<file path="config.mk">
export PLATFORM = sky130hd
export DESIGN_NAME = uart_lite
export DESIGN_NICKNAME = d
export VERILOG_FILES = /design/src/rtl/uart_lite_pkg.sv /design/src/rtl/uart_lite_fifo.sv /design/src/rtl/uart_lite.sv
export SDC_FILE = /design/constraint.sdc
export NUM_CORES = 1
export LEC_CHECK = 0
export ABC_AREA = 1
export BUFFER_PORTS_ARGS = -buffer_cell sky130_fd_sc_hd__buf_4
export CAP_MARGIN = 25
export CORE_MARGIN = 1.5
export CORE_UTILIZATION = 45
export DETAILED_ROUTE_END_ITERATION = 12
export PLACE_DENSITY_LB_ADDON = 0.2
export SLEW_MARGIN = 20
export SYNTH_ARGS = -nofsm -noshare
export SYNTH_HDL_FRONTEND = slang
export SYNTH_SLANG_ARGS = --single-unit
</file>
<file path="constraint.sdc">
create_clock -name clk_i -period 3.8 [get_ports clk_i]
set_input_delay 0.76 -clock clk_i [delete_from_list [all_inputs] [get_ports clk_i]]
set_output_delay 0.76 -clock clk_i [all_outputs]
set_load 0.05 [all_outputs]
</file>
<file path="src/rtl/uart_lite_pkg.sv">
// uart_lite_pkg: shared constants for the uart_lite peripheral.
//   - byte offsets of the register map
//   - bit positions inside INTR_*, CTRL and STATUS
//   - TX / RX FSM state encodings and the parity helper
package uart_lite_pkg;

  localparam logic [5:0] REG_INTR_STATE  = 6'h00;
  localparam logic [5:0] REG_INTR_ENABLE = 6'h04;
  localparam logic [5:0] REG_CTRL        = 6'h10;
  localparam logic [5:0] REG_STATUS      = 6'h14;
  localparam logic [5:0] REG_RDATA       = 6'h18;
  localparam logic [5:0] REG_WDATA       = 6'h1C;

  localparam int INTR_TX_EMPTY   = 0;
  localparam int INTR_RX_VALID   = 1;
  localparam int INTR_FRAME_ERR  = 2;
  localparam int INTR_PARITY_ERR = 3;

  localparam int CTRL_TX       = 0;
  localparam int CTRL_RX       = 1;
  localparam int CTRL_PAR_EN   = 6;
  localparam int CTRL_PAR_ODD  = 7;
  localparam int CTRL_NCO_LSB  = 16;

  localparam int ST_TXFULL  = 0;
  localparam int ST_RXFULL  = 1;
  localparam int ST_TXEMPTY = 2;
  localparam int ST_TXIDLE  = 3;
  localparam int ST_RXIDLE  = 4;

  typedef enum logic [2:0] {TX_IDLE, TX_START, TX_DATA, TX_PARITY, TX_STOP} tx_state_e;
  typedef enum logic [2:0] {RX_IDLE, RX_START, RX_DATA, RX_PARITY, RX_STOP} rx_state_e;

  function automatic logic par_bit(input logic [7:0] d, input logic odd);
    return (^d) ^ odd;
  endfunction

endpackage

</file>
<file path="src/rtl/uart_lite_fifo.sv">
// uart_lite_fifo: synchronous show-ahead FIFO for the TX path.
//   i_clk/i_rst   clock, async active-high reset
//   i_push/i_wdata write side; a push while full is dropped
//   i_pop         read side; o_rdata is the current head
//   o_full/o_empty/o_cnt occupancy
module uart_lite_fifo #(
  parameter int Depth = 8,
  parameter int W     = 8
) (
  input  logic                     i_clk,
  input  logic                     i_rst,
  input  logic                     i_push,
  input  logic [W-1:0]             i_wdata,
  input  logic                     i_pop,
  output logic [W-1:0]             o_rdata,
  output logic                     o_full,
  output logic                     o_empty,
  output logic [$clog2(Depth):0]   o_cnt
);
  localparam int AW = $clog2(Depth);

  logic [W-1:0] r_mem [Depth];
  logic [AW:0]  r_wptr, r_rptr;
  logic         w_push, w_pop;

  // Pointers carry one extra wrap bit so full and empty are distinguishable.
  assign o_cnt   = r_wptr - r_rptr;
  assign o_empty = (r_wptr == r_rptr);
  assign o_full  = (o_cnt == (AW+1)'(Depth));
  assign o_rdata = r_mem[r_rptr[AW-1:0]];
  assign w_push  = i_push & ~o_full;
  assign w_pop   = i_pop & ~o_empty;

  always_ff @(posedge i_clk or posedge i_rst) begin
    if (i_rst) begin
      r_wptr <= '0;
      r_rptr <= '0;
    end else begin
      if (w_push) r_wptr <= r_wptr + 1'b1;
      if (w_pop)  r_rptr <= r_rptr + 1'b1;
    end
  end

  always_ff @(posedge i_clk) begin
    if (w_push) r_mem[r_wptr[AW-1:0]] <= i_wdata;
  end

endmodule

</file>
<file path="src/rtl/uart_lite.sv">
// uart_lite: register-mapped UART (8N1, optional parity) on a TL-UL-lite port.
//   clk_i/rst_i            clock, async active-high reset
//   bus_req_i/bus_gnt_o    request handshake (gnt = !rvalid | rready)
//   bus_we_i/addr/wdata    request payload
//   bus_rvalid_o/rdata/err response, held until bus_rready_i
//   rx_i / tx_o            serial pads, idle high; tx_en_o mirrors CTRL.TX
//   intr_*_o               INTR_STATE & INTR_ENABLE
// Build option: define UART_LITE_PARITY_EN to enable parity generation/check.
module uart_lite
  import uart_lite_pkg::*;
#(
  parameter int TxDepth = 8,
  parameter int NcoW    = 16
) (
  input  logic        clk_i,
  input  logic        rst_i,
  input  logic        bus_req_i,
  output logic        bus_gnt_o,
  input  logic        bus_we_i,
  input  logic [5:0]  bus_addr_i,
  input  logic [31:0] bus_wdata_i,
  output logic        bus_rvalid_o,
  output logic [31:0] bus_rdata_o,
  output logic        bus_err_o,
  input  logic        bus_rready_i,
  input  logic        rx_i,
  output logic        tx_o,
  output logic        tx_en_o,
  output logic        intr_tx_empty_o,
  output logic        intr_rx_valid_o,
  output logic        intr_rx_frame_err_o,
  output logic        intr_rx_parity_err_o
);
  localparam int CntW = $clog2(TxDepth) + 1;

  // ---------------- registers / bus ----------------
  logic            r_ctrl_tx, r_ctrl_rx;
  logic [NcoW-1:0] r_nco, r_acc;
  logic [3:0]      r_intr_state, r_intr_en;
  logic            r_rvalid, r_err;
  logic [31:0]     r_rdata;
  logic            r_rxfull;
  logic [7:0]      r_rx_byte;
  logic            w_par_en, w_par_odd;
  logic            w_accept, w_wr, w_mapped;
  logic [3:0]      w_idx, w_w1c, w_intr_set, w_intr_mask;
  logic [31:0]     w_rdata;
  logic            w_unused;

  assign w_unused  = ^{bus_addr_i[1:0], bus_wdata_i[15:2]};
  assign bus_gnt_o = ~r_rvalid | bus_rready_i;
  assign w_accept  = bus_req_i & bus_gnt_o;
  assign w_wr      = w_accept & bus_we_i;
  assign w_idx     = bus_addr_i[5:2];

`ifdef UART_LITE_PARITY_EN
  logic r_par_en, r_par_odd;
  assign w_par_en    = r_par_en;
  assign w_par_odd   = r_par_odd;
  assign w_intr_mask = 4'hF;
  always_ff @(posedge clk_i or posedge rst_i) begin
    if (rst_i) begin
      r_par_en  <= 1'b0;
      r_par_odd <= 1'b0;
    end else if (w_wr && w_idx == REG_CTRL[5:2]) begin
      r_par_en  <= bus_wdata_i[CTRL_PAR_EN];
      r_par_odd <= bus_wdata_i[CTRL_PAR_ODD];
    end
  end
`else
  assign w_par_en    = 1'b0;
  assign w_par_odd   = 1'b0;
  assign w_intr_mask = 4'h7;
`endif

  // ---------------- TX FIFO / FSM signals ----------------
  tx_state_e     r_tx_state;
  rx_state_e     r_rx_state;
  logic          w_fifo_full, w_fifo_empty, w_push, w_tx_pop;
  logic [7:0]    w_fifo_rdata;
  logic [CntW-1:0] w_fifo_cnt;

  always_comb begin
    w_rdata  = '0;
    w_mapped = 1'b1;
    case (w_idx)
      REG_INTR_STATE[5:2]:  w_rdata[3:0] = r_intr_state;
      REG_INTR_ENABLE[5:2]: w_rdata[3:0] = r_intr_en;
      REG_CTRL[5:2]:        w_rdata = {16'(r_nco), 8'h00, w_par_odd, w_par_en,
                                       4'h0, r_ctrl_rx, r_ctrl_tx};
      REG_STATUS[5:2]:      w_rdata[4:0] = {r_rx_state == RX_IDLE, r_tx_state == TX_IDLE,
                                            w_fifo_empty, r_rxfull, w_fifo_full};
      REG_RDATA[5:2]:       w_rdata[7:0] = r_rxfull ? r_rx_byte : 8'h00;
      REG_WDATA[5:2]:       w_rdata = '0;
      default:              w_mapped = 1'b0;
    endcase
  end

  always_ff @(posedge clk_i or posedge rst_i) begin
    if (rst_i) begin
      r_rvalid <= 1'b0;
      r_rdata  <= '0;
      r_err    <= 1'b0;
    end else if (w_accept) begin
      r_rvalid <= 1'b1;
      r_rdata  <= (bus_we_i || !w_mapped) ? 32'h0 : w_rdata;
      r_err    <= ~w_mapped;
    end else if (bus_rready_i) begin
      r_rvalid <= 1'b0;
    end
  end

  assign bus_rvalid_o = r_rvalid;
  assign bus_rdata_o  = r_rdata;
  assign bus_err_o    = r_err;

  always_ff @(posedge clk_i or posedge rst_i) begin
    if (rst_i) begin
      r_ctrl_tx <= 1'b0;
      r_ctrl_rx <= 1'b0;
      r_nco     <= '0;
      r_intr_en <= '0;
    end else begin
      if (w_wr && w_idx == REG_CTRL[5:2]) begin
        r_ctrl_tx <= bus_wdata_i[CTRL_TX];
        r_ctrl_rx <= bus_wdata_i[CTRL_RX];
        r_nco     <= bus_wdata_i[CTRL_NCO_LSB +: NcoW];
      end
      if (w_wr && w_idx == REG_INTR_ENABLE[5:2]) r_intr_en <= bus_wdata_i[3:0];
    end
  end

  // Hardware set is OR'ed in after the W1C so a coincident set wins.
  assign w_w1c = (w_wr && w_idx == REG_INTR_STATE[5:2]) ? bus_wdata_i[3:0] : 4'h0;

  always_ff @(posedge clk_i or posedge rst_i) begin
    if (rst_i) r_intr_state <= '0;
    else       r_intr_state <= ((r_intr_state & ~w_w1c) | w_intr_set) & w_intr_mask;
  end

  assign intr_tx_empty_o      = r_intr_state[INTR_TX_EMPTY]  & r_intr_en[INTR_TX_EMPTY];
  assign intr_rx_valid_o      = r_intr_state[INTR_RX_VALID]  & r_intr_en[INTR_RX_VALID];
  assign intr_rx_frame_err_o  = r_intr_state[INTR_FRAME_ERR] & r_intr_en[INTR_FRAME_ERR];
`ifdef UART_LITE_PARITY_EN
  assign intr_rx_parity_err_o = r_intr_state[INTR_PARITY_ERR] & r_intr_en[INTR_PARITY_ERR];
`else
  assign intr_rx_parity_err_o = 1'b0;
`endif

  // ---------------- baud NCO ----------------
  logic            w_nco_en, w_tick16, w_bit_tick;
  logic [NcoW:0]   w_sum;
  logic [3:0]      r_div;

  // Keep ticking while a frame is in flight so clearing CTRL.TX lets it finish.
  assign w_nco_en   = r_ctrl_tx | r_ctrl_rx | (r_tx_state != TX_IDLE);
  assign w_sum      = {1'b0, r_acc} + {1'b0, r_nco};
  assign w_tick16   = w_nco_en & w_sum[NcoW];
  assign w_bit_tick = w_tick16 & (r_div == 4'hF);

  always_ff @(posedge clk_i or posedge rst_i) begin
    if (rst_i) begin
      r_acc <= '0;
      r_div <= '0;
    end else if (w_nco_en) begin
      r_acc <= w_sum[NcoW-1:0];
      if (w_tick16) r_div <= r_div + 4'd1;
    end
  end

  // ---------------- TX ----------------
  logic       r_tx, r_tx_par;
  logic [7:0] r_tx_sh;
  logic [2:0] r_tx_bits;

  assign w_push   = w_wr && w_idx == REG_WDATA[5:2];
  assign w_tx_pop = (r_tx_state == TX_IDLE) & w_bit_tick & r_ctrl_tx & ~w_fifo_empty;

  uart_lite_fifo #(.Depth(TxDepth), .W(8)) u_txfifo (
    .i_clk   (clk_i),
    .i_rst   (rst_i),
    .i_push  (w_push),
    .i_wdata (bus_wdata_i[7:0]),
    .i_pop   (w_tx_pop),
    .o_rdata (w_fifo_rdata),
    .o_full  (w_fifo_full),
    .o_empty (w_fifo_empty),
    .o_cnt   (w_fifo_cnt)
  );

  always_ff @(posedge clk_i or posedge rst_i) begin
    if (rst_i) begin
      r_tx_state <= TX_IDLE;
      r_tx       <= 1'b1;
      r_tx_sh    <= '0;
      r_tx_bits  <= '0;
      r_tx_par   <= 1'b0;
    end else if (w_bit_tick) begin
      case (r_tx_state)
        TX_IDLE: if (w_tx_pop) begin
          r_tx_state <= TX_START;
          r_tx       <= 1'b0;
          r_tx_sh    <= w_fifo_rdata;
          r_tx_par   <= par_bit(w_fifo_rdata, w_par_odd);
        end
        TX_START: begin
          r_tx_state <= TX_DATA;
          r_tx       <= r_tx_sh[0];
          r_tx_sh    <= r_tx_sh >> 1;
          r_tx_bits  <= '0;
        end
        TX_DATA: if (r_tx_bits == 3'd7) begin
          r_tx_state <= w_par_en ? TX_PARITY : TX_STOP;
          r_tx       <= w_par_en ? r_tx_par : 1'b1;
        end else begin
          r_tx      <= r_tx_sh[0];
          r_tx_sh   <= r_tx_sh >> 1;
          r_tx_bits <= r_tx_bits + 3'd1;
        end
        TX_PARITY: begin
          r_tx_state <= TX_STOP;
          r_tx       <= 1'b1;
        end
        default: r_tx_state <= TX_IDLE;
      endcase
    end
  end

  assign tx_o    = r_tx;
  assign tx_en_o = r_ctrl_tx;

  // ---------------- RX ----------------
  logic [1:0] r_sync;
  logic [3:0] r_rx_cnt;
  logic [2:0] r_rx_bits;
  logic [7:0] r_rx_sh;
  logic       r_rx_done, r_rx_ferr, r_rx_perr, w_rx;

  // Synchronizer resets to the idle-high line level.
  always_ff @(posedge clk_i or posedge rst_i) begin
    if (rst_i) r_sync <= 2'b11;
    else       r_sync <= {r_sync[0], rx_i};
  end
  assign w_rx = r_sync[1];

  always_ff @(posedge clk_i or posedge rst_i) begin
    if (rst_i) begin
      r_rx_state <= RX_IDLE;
      r_rx_cnt   <= '0;
      r_rx_bits  <= '0;
      r_rx_sh    <= '0;
      r_rx_done  <= 1'b0;
      r_rx_ferr  <= 1'b0;
      r_rx_perr  <= 1'b0;
    end else begin
      r_rx_done <= 1'b0;
      r_rx_ferr <= 1'b0;
      r_rx_perr <= 1'b0;
      if (!r_ctrl_rx) begin
        r_rx_state <= RX_IDLE;
      end else if (w_tick16) begin
        case (r_rx_state)
          RX_IDLE: if (!w_rx) begin
            r_rx_state <= RX_START;
            r_rx_cnt   <= '0;
          end
          // Re-check at the start-bit midpoint to reject glitches.
          RX_START: if (r_rx_cnt == 4'd7) begin
            r_rx_state <= w_rx ? RX_IDLE : RX_DATA;
            r_rx_cnt   <= '0;
            r_rx_bits  <= '0;
          end else begin
            r_rx_cnt <= r_rx_cnt + 4'd1;
          end
          RX_DATA: begin
            r_rx_cnt <= r_rx_cnt + 4'd1;
            if (r_rx_cnt == 4'hF) begin
              r_rx_sh   <= {w_rx, r_rx_sh[7:1]};
              r_rx_bits <= r_rx_bits + 3'd1;
              if (r_rx_bits == 3'd7) r_rx_state <= w_par_en ? RX_PARITY : RX_STOP;
            end
          end
          RX_PARITY: begin
            r_rx_cnt <= r_rx_cnt + 4'd1;
            if (r_rx_cnt == 4'hF) begin
              r_rx_perr  <= (w_rx != par_bit(r_rx_sh, w_par_odd));
              r_rx_state <= RX_STOP;
            end
          end
          RX_STOP: begin
            r_rx_cnt <= r_rx_cnt + 4'd1;
            if (r_rx_cnt == 4'hF) begin
              r_rx_done  <= w_rx;
              r_rx_ferr  <= ~w_rx;
              r_rx_state <= RX_IDLE;
            end
          end
          default: r_rx_state <= RX_IDLE;
        endcase
      end
    end
  end

  // A newly delivered byte beats a coincident RDATA read.
  always_ff @(posedge clk_i or posedge rst_i) begin
    if (rst_i) begin
      r_rxfull  <= 1'b0;
      r_rx_byte <= '0;
    end else if (r_rx_done) begin
      r_rxfull  <= 1'b1;
      r_rx_byte <= r_rx_sh;
    end else if (w_accept && !bus_we_i && w_idx == REG_RDATA[5:2]) begin
      r_rxfull  <= 1'b0;
    end
  end

  assign w_intr_set = {r_rx_perr, r_rx_ferr, r_rx_done,
                       w_tx_pop & (w_fifo_cnt == CntW'(1)) & ~w_push};

endmodule

</file>
# ---- Yosys cells after proc, flatten, opt, wreduce, memory -nomap -nowiden
# Memories as Yosys holds them, arrays and structs flattened.
# Cells that the tools add are included.
# W data, S select, Z words.
dict set report op_classes {
  addsub 8
  eq_ne 33
  n_mux 49
  n_bitwise 26
  n_reduce_logical 31
}
# cell count
set op_table {}
lappend op_table {{$mux W3} 15}
lappend op_table {{$mux W32} 1}
lappend op_table {{$mux W24} 1}
lappend op_table {{$mux W8} 3}
lappend op_table {{$pmux W8 S3} 1}
lappend op_table {{$eq A4 B3 Y1 const B} 5}
lappend op_table {{$pmux W4 S5} 1}
lappend op_table {{$ne A3 B3 Y1 const B} 6}
lappend op_table {{$add A16 B16 Y17} 1}
lappend op_table {{$mux W1} 17}
lappend op_table {{$add A4 B1 Y4 const B} 4}
lappend op_table {{$pmux W3 S5} 1}
lappend op_table {{$and A1 B1 Y1} 14}
lappend op_table {{$eq A3 B2 Y1 const B} 4}
lappend op_table {{$eq A4 B4 Y1 const B} 3}
lappend op_table {{$pmux W3 S2} 2}
lappend op_table {{$pmux W3 S4} 1}
lappend op_table {{$pmux W4 S3} 1}
lappend op_table {{$reduce_and A4 Y1} 3}
lappend op_table {{$ne A2 B2 Y1 const B} 5}
lappend op_table {{$eq A3 B3 Y1 const B} 3}
lappend op_table {{$reduce_and A3 Y1} 3}
lappend op_table {{$reduce_bool A3 Y1} 3}
lappend op_table {{$eq A4 B1 Y1 const B} 2}
lappend op_table {{26 further kinds} 47}
dict set report word_totals {
  ff_bits 133
  ram_bits 64
  input_bits 44
  elab_cells 173
  mem_count 1
}
# name words width read_ports rd_clocked_by_memory_dff write_ports line_no
set memory_table {}
lappend memory_table {u_txfifo.r_mem 8 8 1 0 1 uart_lite_fifo.sv:22} ;# logic [W-1:0] r_mem [Depth];

# ---- Depth between registers and ports, before layout
dict set report logic_depth {
  ltp_word 10
  mapped_depth 14
}

# ---- Modules after synthesis
# Synthesis repeated with hierarchy kept, for this count alone.
dict set report hier_totals {
  hier_cells 1032
  hier_area_um2 9231.4
}
# module instances cells_per_inst area_each_um2 seq_area_each_um2
set by_module_without_submodules {}
lappend by_module_without_submodules {uart_lite 1 758 6113.4 2931.6}
lappend by_module_without_submodules {uart_lite_fifo 1 274 3118.0 2122.0}

# ---- Worst setup path before layout
# No wires, ideal clock.
dict set report synth_timing {
  path_type {input-to-reg}
  from {input bus_rready_i}
  to {memory u_txfifo.r_mem[2][0] (enable)}
  setup_time_ns 0.370
  arrival_time_ns 2.232
  required_time_ns 3.430
  slack_ns 1.197
  stages 10
  n_path_buf 0
  cell_sequence {inv_1 nand2_2 nand2_4 nor2_2 inv_1 nor3_1 nand2_1 inv_2 nand2_1 nor2_1}
}
dict set report synth_via {
  elab_chain_cells 7
}
# element line_no
set synth_lines {}
lappend synth_lines {{start, declared} uart_lite.sv:25} ;# input logic bus_rready_i,
lappend synth_lines {{$or A1 B1 Y1} uart_lite.sv:51} ;# assign bus_gnt_o = ~r_rvalid | bus_rready_i;
lappend synth_lines {{net bus_gnt_o} uart_lite.sv:18} ;# output logic bus_gnt_o,
lappend synth_lines {{$and A1 B1 Y1} uart_lite.sv:52} ;# assign w_accept = bus_req_i & bus_gnt_o;
lappend synth_lines {{$and A1 B1 Y1} uart_lite.sv:53} ;# assign w_wr = w_accept & bus_we_i;
lappend synth_lines {{$logic_and A1 B1 Y1} uart_lite.sv:176} ;# assign w_push = w_wr && w_idx == REG_WDATA[5:2];
lappend synth_lines {{$and A1 B1 Y1} uart_lite_fifo.sv:31} ;# assign w_push = i_push & ~o_full;
lappend synth_lines {{$mux W1} uart_lite_fifo.sv:45} ;# if (w_push) r_mem[r_wptr[AW-1:0]] <= i_wdata;
lappend synth_lines {{$mux W1 (implied by the code)} uart_lite_fifo.sv:45}
lappend synth_lines {{end, declared} uart_lite_fifo.sv:22}
# The timed path passes the listed nets, and every way through them passes these cells.

# ---- Worst setup path in the final report
dict set report layout_timing {
  from {register u_txfifo.r_rptr[1]}
  to {memory u_txfifo.r_mem[7][4] (enable)}
}
dict set report layout_via {
  elab_chain_cells 6
}
# element line_no
set layout_lines {}
lappend layout_lines {{start, declared} uart_lite_fifo.sv:23} ;# logic [AW:0] r_wptr, r_rptr;
lappend layout_lines {{start signal, assigned} uart_lite_fifo.sv:40} ;# if (w_pop) r_rptr <= r_rptr + 1'b1;
lappend layout_lines {{$sub A4 B4 Y4} uart_lite_fifo.sv:27} ;# assign o_cnt = r_wptr - r_rptr;
lappend layout_lines {{$eq A4 B4 Y1} uart_lite_fifo.sv:29} ;# assign o_full = (o_cnt == (AW+1)'(Depth));
lappend layout_lines {{$not A1 Y1} uart_lite_fifo.sv:31}
lappend layout_lines {{$and A1 B1 Y1} uart_lite_fifo.sv:31}
lappend layout_lines {{$mux W1} uart_lite_fifo.sv:45}
lappend layout_lines {{$mux W1 (implied by the code)} uart_lite_fifo.sv:45}
# No other way between the ends.

==> impl_metrics.prom <==
# TYPE chip_impl_metric gauge
chip_impl_info{name="grt_setup_unrepaired",value="false"} 1
chip_impl_metric{name="post_cts_buffers",unit=""} 0
chip_impl_info{name="run_status",value="complete, no violations"} 1
chip_impl_metric{name="syn_inst",unit=""} 989
chip_impl_metric{name="power_density",unit="mW/mm^2"} 659
chip_impl_metric{name="final_net_count",unit=""} 1137
chip_impl_metric{name="synth_seq_cells",unit=""} 189
chip_impl_metric{name="drt_drc_violations_left",unit=""} 0
chip_impl_info{name="cp-start-kind",value="register"} 1
chip_impl_metric{name="ys.warnings.count",unit=""} 0
chip_impl_metric{name="row_count",unit=""} 51
chip_impl_metric{name="cts.hold.buffers_added",unit=""} 0
chip_impl_metric{name="drt.antenna.violating_nets",unit=""} 0
chip_impl_metric{name="finalWeightedCongestion",unit=""} 0.861
chip_impl_metric{name="floorplan.die.height",unit="um"} 144
chip_impl_info{name="cp_startpoint",value="u_txfifo.r_rptr[1]$_DFFE_PP0P_"} 1
chip_impl_info{name="holdCritPathClass",value="primary input to asynchronous set/reset pin"} 1
chip_impl_metric{name="vias_in_the_first_global_route",unit=""} 6400
chip_impl_metric{name="clock_sinks",unit=""} 189
chip_impl_metric{name="groute.layer.met2.usage",unit="%"} 30.6
chip_impl_metric{name="timing_max_transition_violations_final",unit=""} 0
chip_impl_metric{name="numPortBuffers",unit=""} 65
chip_impl_metric{name="clock_tree.buffer_depth",unit=""} 2
chip_impl_metric{name="critical_path_required",unit="ns"} 3.88
chip_impl_metric{name="leakagePower",unit="nW"} 4.74
chip_impl_info{name="r2r-start",value="u_txfifo.r_rptr[1]$_DFFE_PP0P_"} 1
chip_impl_metric{name="total_clock_buffers_created_by_cts",unit=""} 17
chip_impl_metric{name="grt_start_max_net_pins",unit=""} 107
chip_impl_metric{name="fmaxAchievable",unit="MHz"} 367
chip_impl_metric{name="wire_per_inst",unit="um"} 14.5
chip_impl_metric{name="post_route_cells_drive_above_1_share",unit="%"} 13.5
chip_impl_metric{name="peakVddDrop",unit="mV"} 0.367
chip_impl_metric{name="die-width",unit="um"} 144
chip_impl_metric{name="dr_total_vias",unit=""} 6721
chip_impl_metric{name="worst_pin_slew",unit="ns"} 0.629
chip_impl_metric{name="grt_overflow",unit=""} 0
chip_impl_metric{name="grt_pass1_wl",unit="um"} 32200
chip_impl_metric{name="maximum_level_of_the_cts_h_tree",unit=""} 4
chip_impl_metric{name="floorplan.io_pins",unit=""} 85
chip_impl_metric{name="setup_total_negative_slack",unit="ns"} 0
chip_impl_metric{name="finalHoldViolations",unit=""} 0
chip_impl_info{name="cts_tree",value="yes"} 1
chip_impl_metric{name="count_of_maximum_capacitance_violations",unit=""} 0
chip_impl_info{name="synthFlopType",value="sky130_fd_sc_hd__dfrtp_1"} 1
chip_impl_metric{name="crit_path_max_fanout",unit=""} 17
chip_impl_metric{name="syn-mean-instance-area",unit="um^2"} 9.09
chip_impl_metric{name="effective_utilization_at_floorplan",unit="%"} 46.1
chip_impl_metric{name="finalHoldWorstSlack",unit="ns"} 0.362
chip_impl_metric{name="cts.repair.resized",unit=""} 0
chip_impl_metric{name="track_usage",unit="%"} 19.9
chip_impl_info{name="type_of_the_worst_setup_path",value="register to register"} 1
chip_impl_info{name="critical_path_capture_point_type",value="register"} 1
chip_impl_metric{name="final_skew",unit="ns"} 0.0136
chip_impl_metric{name="period_needed",unit="ns"} 2.73
chip_impl_metric{name="clock_insertion_delay_worst_skew",unit="ns"} 0.43
chip_impl_metric{name="clkSlewWorstSetupHoldPaths",unit="ns"} 0.07
chip_impl_metric{name="hpwl_dp",unit="um"} 13300
chip_impl_metric{name="async_set_or_reset_register_ratio_after_synthesis",unit="%"} 66.1
chip_impl_metric{name="diodes",unit=""} 0
chip_impl_info{name="most-common-layout-cells",value="sky130_fd_sc_hd__nand2_1, sky130_fd_sc_hd__o21ai_0, sky130_fd_sc_hd__dfrtp_1"} 1
chip_impl_metric{name="drt-vias-per-instance",unit=""} 5.01
chip_impl_metric{name="drt_iter0_drc",unit=""} 410
chip_impl_metric{name="setup_viol_count_final",unit=""} 0
chip_impl_metric{name="synth.distinct_cells",unit=""} 48
chip_impl_metric{name="detail_route.wirelength",unit="um"} 19500
chip_impl_metric{name="number_of_flops_mapped_to_enable_cells_by_yosys",unit=""} 64
chip_impl_metric{name="die_footprint",unit="mm^2"} 0.0208
chip_impl_metric{name="grt_use_met3",unit="%"} 4.07
chip_impl_metric{name="met1_capacity_usage_during_global_routing",unit="%"} 28.6
chip_impl_metric{name="initial_antenna_violation_count",unit=""} 0
chip_impl_metric{name="syn-cell-area",unit="mm^2"} 0.00899
chip_impl_info{name="busiest_layer",value="met2"} 1
chip_impl_metric{name="drt_pre_antenna_iters",unit=""} 6
chip_impl_metric{name="timing.max_slew.rel_slack",unit="%"} 58.1
chip_impl_metric{name="core_area",unit="mm^2"} 0.0195
chip_impl_metric{name="synth_sequential_area_ratio",unit="%"} 56.2
chip_impl_metric{name="layout_worst_path_cycle_share",unit="%"} 71.8
chip_impl_metric{name="data_arrival_at_the_endpoint_of_the_critical_path",unit="ns"} 2.80
chip_impl_info{name="clock-root-buffer",value="sky130_fd_sc_hd__clkbuf_16"} 1
chip_impl_metric{name="syn_to_final_growth",unit="%"} 15.6
chip_impl_info{name="most_common_library_cell_in_the_layout_ignoring_fill_and_taps",value="sky130_fd_sc_hd__nand2_1"} 1
[area by class of cell]
class	count	area (um^2)
flip-flops and latches	189	5050
repair buffers	81	628
multi-input cells	664	3360
fillers	1836	9130
well taps	265	332
clock buffers	17	425
clock inverters	15	173
inverters	111	423
[state kept, by name, indices dropped and copies added (netlist names), 8 cells and up]
register / count
u_txfifo.r_mem: 64
bus_rdata_o: 24
r_rx_byte: 8
r_acc: 16
r_nco: 16
r_tx_sh: 8
r_rx_sh: 8
[cell families after synthesis]
group                      after synthesis  synth area share, %
and+or+nand+nor                        419                 19.8
AOI/OAI and AO/OA                      193                 11.7
DFF                                    189                 56.2
buffers and inverters                  144                 6.73
adders and majority gates               29                 4.20
xor gates and xnor gates                14                 1.36
other                                    1               0.0417
[per-stage QoR]
step	instances	util [%]	instance area (um^2)	power [mW]	worst slack, ns
2_1_floorplan	997	-	9030	4.47	1.20
3_3_place_gp	1309	50.1	9780	5.00	0.984
4_1_cts	1341	53.2	10400	6.88	1.08
6_report	1342	53.2	10400	6.85	1.07
5_1_grt	1342	53.2	10400	7.37	0.868
3_5_place_dp	1309	50.1	9780	5.04	0.899
[synthesized netlist by cell type, types with 9 or more instances]
cell	n	share of area, %
sky130_fd_sc_hd__nor2_1	112	4.7
sky130_fd_sc_hd__nand3_1	41	2.3
sky130_fd_sc_hd__ha_1	27	3.8
sky130_fd_sc_hd__inv_1	108	4.5
sky130_fd_sc_hd__o22ai_1	13	0.90
sky130_fd_sc_hd__nand2_1	224	9.4
sky130_fd_sc_hd__o21ai_0	131	7.3
sky130_fd_sc_hd__nor3_1	10	0.56
sky130_fd_sc_hd__edfxtp_1	64	21
sky130_fd_sc_hd__buf_4	9	0.75
sky130_fd_sc_hd__dfrtp_1	122	34
sky130_fd_sc_hd__o211ai_1	9	0.75
sky130_fd_sc_hd__a21oi_1	20	1.1
sky130_fd_sc_hd__clkbuf_1	14	0.58
[metal layers]
metal,share of wire (%),vias up,routed length (um)
met4,1.3,0,258
met3,5.2,26,1010
met2,45,162,8690
li1,-,3390,-
met1,49,3143,9540
met5,0,-,0
[path summary, 6_finish.rpt]
kind / end / cells past startpoint / slack, ns
setup / recovery: u_txfifo.r_mem[7][4]$_DFFE_PP_ / 11 / 1.07
hold / removal: r_tx_sh[7]$_DFFE_PP0P_ / 2 / 0.36
setup reg to reg: u_txfifo.r_mem[7][4]$_DFFE_PP_ / 11 / 1.07
hold reg to reg: r_sync[1]$_DFF_PP1_ / 0 / 0.37
max in group asynchronous: u_txfifo.r_wptr[3]$_DFFE_PP0P_ / 3 / 2.51
min in group clk_i: r_sync[1]$_DFF_PP1_ / 0 / 0.37
[power breakdown]
group / switching, mW / internal, mW / leakage, nW
clock: 0.857 / 0.945 / 0.297
sequential: 0.175 / 2.39 / 2.17
combinational: 1.63 / 0.860 / 2.28
[critical path: stages, from the launching register on]
cell and delay (ns):
sky130_fd_sc_hd__dfrtp_1 0.38, sky130_fd_sc_hd__buf_4 0.20, sky130_fd_sc_hd__inv_1 0.25, sky130_fd_sc_hd__ha_1 0.30
sky130_fd_sc_hd__nand3b_1 0.10, sky130_fd_sc_hd__nand2_1 0.08, sky130_fd_sc_hd__or2_2 0.29, sky130_fd_sc_hd__nand3_1 0.09
sky130_fd_sc_hd__nand2_1 0.09, sky130_fd_sc_hd__inv_2 0.11, sky130_fd_sc_hd__nand2_2 0.09, sky130_fd_sc_hd__nor2_2 0.38
Power figures use the tool's default switching activity.
